--- src/rtl/pe_types.sv ---
// Shared pe_array types: result words, result vectors and result-drain FSM states.
package pe_types;

  localparam int unsigned PE_NUM_RESULTS  = 4;
  localparam int unsigned PE_RESULT_WIDTH = 32;

  typedef logic [PE_RESULT_WIDTH-1:0] pe_result_t;
  typedef pe_result_t [PE_NUM_RESULTS-1:0] pe_result_vec_t;

  typedef enum logic [0:0] {
    DRAIN_IDLE,
    DRAIN_SHIFT
  } drain_state_t;

endpackage

--- src/rtl/pe_vec_fifo.sv ---
// Vector FIFO with independent read/write pointers and a registered read port.
module pe_vec_fifo #(
  parameter  int unsigned DEPTH = 16,
  parameter  int unsigned WIDTH = 128,
  localparam int unsigned PTR_W = $clog2(DEPTH),
  localparam int unsigned CNT_W = PTR_W + 1
) (
  input  logic             clock,
  input  logic             reset,
  input  logic             push,
  input  logic             pop,
  input  logic [WIDTH-1:0] wdata,
  output logic [WIDTH-1:0] rdata,
  output logic [CNT_W-1:0] level,
  output logic             full,
  output logic             empty
);

  logic [WIDTH-1:0] mem [DEPTH];
  logic [PTR_W-1:0] wr_ptr;
  logic [PTR_W-1:0] rd_ptr;
  logic             do_push;
  logic             do_pop;

  assign full    = (level == CNT_W'(DEPTH));
  assign empty   = (level == '0);
  assign do_pop  = pop && !empty;
  // A full FIFO still accepts a write when the same edge reads the head entry out.
  assign do_push = push && (!full || do_pop);

  always_ff @(posedge clock) begin
    if (do_push) begin
      mem[wr_ptr] <= wdata;
    end
  end

  always_ff @(posedge clock) begin
    if (reset) begin
      wr_ptr <= '0;
      rd_ptr <= '0;
      rdata  <= '0;
      level  <= '0;
    end else begin
      if (do_push) begin
        wr_ptr <= wr_ptr + PTR_W'(1);
      end
      if (do_pop) begin
        rd_ptr <= rd_ptr + PTR_W'(1);
        rdata  <= mem[rd_ptr];
      end
      if (do_push && !do_pop) begin
        level <= level + CNT_W'(1);
      end else if (do_pop && !do_push) begin
        level <= level - CNT_W'(1);
      end
    end
  end

endmodule

--- src/rtl/pe_result_drain.sv ---
// Buffers pe_array result vectors and serialises them one lane per beat onto a
// valid/ready stream, throttling the feature driver before the FIFO overflows.
module pe_result_drain
  import pe_types::*;
#(
  parameter  int unsigned NUM_RESULTS_PER_CYCLE = PE_NUM_RESULTS,
  parameter  int unsigned RESULT_WIDTH          = PE_RESULT_WIDTH,
  parameter  int unsigned FIFO_DEPTH            = 16,
  parameter  int unsigned STALL_MARGIN          = 8,
  localparam int unsigned CNT_W                 = $clog2(FIFO_DEPTH) + 1,
  localparam int unsigned LANE_W                = $clog2(NUM_RESULTS_PER_CYCLE)
) (
  input  logic                                    clock,
  input  logic                                    reset,
  input  logic                                    ivalid,
  input  logic [NUM_RESULTS_PER_CYCLE*RESULT_WIDTH-1:0] idata,
  output logic                                    iready,
  output logic                                    ovalid,
  input  logic                                    oready,
  output logic [RESULT_WIDTH-1:0]                 odata,
  output logic [LANE_W-1:0]                       olane,
  output logic                                    olast,
  output logic                                    overflow,
  output logic [CNT_W-1:0]                        level
);

  localparam int unsigned       VEC_W     = NUM_RESULTS_PER_CYCLE * RESULT_WIDTH;
  localparam logic [LANE_W-1:0] LAST_LANE = LANE_W'(NUM_RESULTS_PER_CYCLE - 1);

  drain_state_t      state_q;
  drain_state_t      state_d;
  logic [LANE_W-1:0] lane_q;
  logic [LANE_W-1:0] lane_d;
  logic              ovalid_q;
  logic              ovalid_d;
  logic              overflow_q;
  logic              pop;
  logic              fifo_full;
  logic              fifo_empty;

  // The FIFO read register holds the vector being serialised.
  logic [NUM_RESULTS_PER_CYCLE-1:0][RESULT_WIDTH-1:0] head_vec;

  pe_vec_fifo #(
    .DEPTH (FIFO_DEPTH),
    .WIDTH (VEC_W)
  ) u_fifo (
    .clock (clock),
    .reset (reset),
    .push  (ivalid),
    .pop   (pop),
    .wdata (idata),
    .rdata (head_vec),
    .level (level),
    .full  (fifo_full),
    .empty (fifo_empty)
  );

  // Throttle depends only on registered occupancy, never on ivalid.
  assign iready = (CNT_W'(FIFO_DEPTH) - level) >= CNT_W'(STALL_MARGIN);

  assign ovalid   = ovalid_q;
  assign olane    = lane_q;
  assign olast    = (lane_q == LAST_LANE);
  assign odata    = head_vec[lane_q];
  assign overflow = overflow_q;

  always_ff @(posedge clock) begin
    if (reset) begin
      state_q  <= DRAIN_IDLE;
      lane_q   <= '0;
      ovalid_q <= 1'b0;
    end else begin
      state_q  <= state_d;
      lane_q   <= lane_d;
      ovalid_q <= ovalid_d;
    end
  end

  // A beat arriving at a full FIFO is lost unless the head leaves on the same edge.
  always_ff @(posedge clock) begin
    if (reset) begin
      overflow_q <= 1'b0;
    end else if (ivalid && fifo_full && !pop) begin
      overflow_q <= 1'b1;
    end
  end

  always_comb begin
    state_d  = state_q;
    lane_d   = lane_q;
    ovalid_d = ovalid_q;
    pop      = 1'b0;
    case (state_q)
      DRAIN_IDLE: begin
        if (!fifo_empty) begin
          pop      = 1'b1;
          lane_d   = '0;
          ovalid_d = 1'b1;
          state_d  = DRAIN_SHIFT;
        end
      end
      DRAIN_SHIFT: begin
        if (oready) begin
          if (lane_q != LAST_LANE) begin
            lane_d = lane_q + LANE_W'(1);
          end else if (!fifo_empty) begin
            pop    = 1'b1;
            lane_d = '0;
          end else begin
            ovalid_d = 1'b0;
            state_d  = DRAIN_IDLE;
          end
        end
      end
      default: begin
        ovalid_d = 1'b0;
        state_d  = DRAIN_IDLE;
      end
    endcase
  end

endmodule

--- config.mk ---
export PLATFORM = sky130hd
export DESIGN_NAME = pe_result_drain
export DESIGN_NICKNAME = d
export VERILOG_FILES = /design/src/rtl/pe_types.sv /design/src/rtl/pe_vec_fifo.sv /design/src/rtl/pe_result_drain.sv
export SDC_FILE = /design/constraint.sdc
export NUM_CORES = 2
export LEC_CHECK = 0
export ABC_AREA = 1
export ABC_CLOCK_PERIOD_IN_PS = 21900
export CORE_ASPECT_RATIO = 0.7
export CORE_MARGIN = 1.5
export CORE_UTILIZATION = 60
export DETAILED_ROUTE_END_ITERATION = 8
export PLACE_DENSITY_LB_ADDON = 0.3
export SLEW_MARGIN = 20
export SYNTH_ARGS = -nofsm -noshare
export SYNTH_HDL_FRONTEND = slang
export SYNTH_SLANG_ARGS = --single-unit
--- constraint.sdc ---
create_clock -name clock -period 21.9 [get_ports clock]
set_input_delay 2.19 -clock clock [delete_from_list [all_inputs] [get_ports clock]]
set_output_delay 2.19 -clock clock [all_outputs]
set_load 0.03 [all_outputs]
==> summary.md <==
| Metric | Value |
|---|---|
| Mapped Area | 0.0906 sq mm |
| Final hold vios | 0 |
| Setup TNS Final | 0 ns |
| Vias per cell | 5.92 |
| Max H-tree Level | 4 |
| Highest metal layer with signal wires | met5 |
| Routed length on met2 | 112000 microns |
| Cells after Synth | 8390 |
| Fillers | 10800 |
| CP startpoint kind | flip-flop |
| Dpl hpwl | 132000 microns |
| Critical path class | flip-flop to output port |
| Reg2reg start | u_fifo.rd_ptr[0] |
| Row cnt | 119 |
| Register area share after synthesis | 71.1% |
| Hold_buf cts | 0 |
| Largest stage delay, worst path | 0.80 ns |
| Max Freq | 169 MHz |
| Leakage power | 39.2 nW |
| Area Overhead vs Synth | 10.3% |
| CP Cell Sequence | buf_4 > inv_2 > buf_4 > o21ai_0 > o22ai_1 > clkdlybuf4s50_1 |
| Congestion Overflow GR | 0 |
| Area leader, netlist | edfxtp_1 |
| Synth Flop Type | edfxtp_1 |
| Endpoint class of the critical path | output port |
| Crit path launch | olane[0] |
| Syn nets | 8535 |
| Slew Viols, Final | 0 |
| NumNets Final | 8512 |
| Compound-Gate Fraction of Synth Area | 1.31% |
| Unique cell type count in the Yosys netlist | 26 |
| Clk sinks | 2194 |
| Slowest CP cell | clkdlybuf4s50_1 |
| Clk_skew | 0.0306 ns |
| #FFs+latches synth | 2194 |
| Period Utilization, post-route | 27.0% |
| Max-cap violations | 0 |
| Routability Congestion | 0.880 |
| Top cell by count, worst path | buf_4 |
| RSZ-0062 raised after global routing | no |
| Worst hold path class | flip-flop to flip-flop |
| Clock transition at the registers of the reported paths | 0.07 ns |
| Pwr dens | 117 mW/mm^2 |
| TritonCTS buffer count | 196 |
| Tot GR Track Use | 32.1% |
| Share of layout cells above drive strength 1 | 5.53% |
| Mux cell area share after synthesis | 0% |
| Clock Path Buffers | 3 |
| Post-synthesis xor/xnor area fraction | 0.0387% |
| Dpl ws | 15.64 ns |
| First-pass GRT wire length | 368000 microns |
| Drt first-iter violations | 9508 |
| Initial antenna violation count | 30 |
| Largest family of logic cells by synthesized area | simple AND/OR/NAND/NOR gates |
| TritonCTS clock tree | yes |
| CP arrival | 3.72 ns |
| # IOs | 175 |
| Vias post-DR | 62400 |
| Slew headroom | 20.6% |
| Synth Warn # | 0 |
| Clock tree root driver cell | clkbuf_16 |
| Placed cells | 10200 |
| Least-Margin Pin Slew | 1.19 ns |
| IO Port Bufs | 174 |
| Post-CTS setup buffers | 0 |
| CORE AREA | 0.150 sq mm |
| Final WS setup | 15.99 ns |
| Max rail drop VDD | 0.123 mV |
| Post-detailed-routing wire length | 247000 microns |
| Largest net degree at the start of global routing | 196 |
| Resized Gates After CTS | 0 |
| Post-synth top cells | 2865 x nand2_1, 2048 x edfxtp_1, 1486 x nand3_1 |
| Starting Density | 60.4% |
| WL met3 | 30400 microns |
| Hold path startpoint | ovalid |
| Die Ht | 328 microns |
| DIE AREA | 0.153 sq mm |
| Largest cells by area after synthesis | edfxtp_1 68%, nand2_1 12%, nand3_1 8.2%, dfxtp_1 3.2%, inv_1 3.0% |
| Setup violations, final | 0 |
| CP max FO | 73 |
| Outcome | finished clean |
| Drt pass-1 iters | 8 |
| Residual DRC | 0 |
| FFs w/ async S/R, synth | 0% |
| Routed WL per cell | 23.4 microns |
| Layout Cells excl Fill | 10500 |
| DRT antenna net count | 0 |
| Yosys top cell area share | 67.9% |
| Worst skew pair latency | 0.85 ns |
| Most frequent cell after synthesis | nand2_1 |
| Vias in the first global route | 59300 |
| Final worst path period need | 5.91 ns |
| Adder-cell share of the synthesized area | 0.188% |
| EDFF count, synth | 2048 |
| Syn Area/Cell | 10.8 sq um |
| M1 WL | 96200 microns |
| CP Data Required Time | 19.71 ns |
| Fraction of the mapped netlist area in simple logic gates | 21.8% |
| Die W | 467 microns |
power breakdown:
part           internal (mW)  switching (mW)  total, mW
logic                  0.927            2.41       3.33
registers               4.79           0.233       5.02
clock network           1.84            1.54       3.37
total                   7.56            4.18       11.7
metrics by stage:
step	power (mW)	utilization, %	hold WS [ns]	instance area (sq um)
finish	11.7	66.6	0.520	99900
detailed placement	8.33	62.3	0.508	93600
global placement	8.26	62.3	0.493	93600
CTS	11.7	66.5	0.523	99800
floorplan	7.23	-	0.472	90600
global route	12.2	66.6	0.561	99900
critical path: cells and delay by family (launching register included):
kind | cells | cell delay, ns
AOI/OAI and AO/OA | 2 | 0.71
buffers and inverters | 4 | 1.79
DFF | 1 | 0.32
final cells by class:
| cell class | instances | area (sq um) | share of cell area, % |
|---|---|---|---|
| flip-flops and latches | 2194 | 64400 | 64.5 |
| multi-input cells | 4968 | 21300 | 21.3 |
| clock buffers | 289 | 5560 | 5.56 |
| inverters | 739 | 2810 | 2.81 |
| repair buffers | 268 | 2600 | 2.60 |
| well taps | 1996 | 2500 | 2.50 |
| clock inverters | 81 | 697 | 0.698 |
| diodes | 14 | 35.0 | 0.0351 |
cells in the final DEF, fill, tap and decap left out, types with 4 or more instances in the layout:
master           netlist  final
or2_2                 73     73
nor2_4                 0     16
nand3_1             1486   1486
nor2_1               295    279
clkinv_1               0     27
ha_1                  12     12
buf_12                 0      9
clkdlybuf4s50_1        0    173
nand2_1             2865   2865
a21oi_1               64     64
edfxtp_1            2048   2048
clkbuf_16              0    199
clkinv_2               0     30
diode_2                0     14
inv_8                  0      5
clkbuf_1             210     66
clkinv_8               0      5
dfxtp_1              146    141
dfxtp_4                0      4
bufinv_16              0      6
o21ai_0              136    136
o22ai_1               25     25
buf_4                 26     84
clkbuf_8               0     24
clkinvlp_4             0      4
inv_1                735    733
inv_6                  0      4
path summary, 6_finish.rpt:
kind	cells past startpoint	slack, ns	endpoint
max	6	15.99	odata[29]
min	2	0.52	ovalid
max reg2reg	12	16.60	u_fifo.rdata[44]
min reg2reg	2	0.52	ovalid
flip-flops by register name (all words and copies together) (netlist names), 2 cells and up:
| name | flops |
|---|---|
| u_fifo.mem | 2048 |
| olane | 2 |
| u_fifo.level | 5 |
| u_fifo.rdata | 128 |
| u_fifo.rd_ptr | 4 |
| u_fifo.wr_ptr | 4 |
logic make-up (layout without fill, tap and decap cells):
logic type,Yosys count,count (layout)
AND/OR/NAND/NOR,4722,4722
flip-flops,2194,2194
buffers and inverters,1228,1377
AO/OA/AOI/OAI,229,229
adder cells (fa/ha/maj),13,13
XOR/XNOR,4,4
other,0,14
layer usage:
layer / vias to the layer above / track usage, %
met4: 10 / 12.2
li1: 28000 / -
met3: 502 / 6.79
met1: 30000 / 46.3
met2: 3926 / 48.5
met5: - / 0
Note: power is estimated with default switching activity, not from simulation.
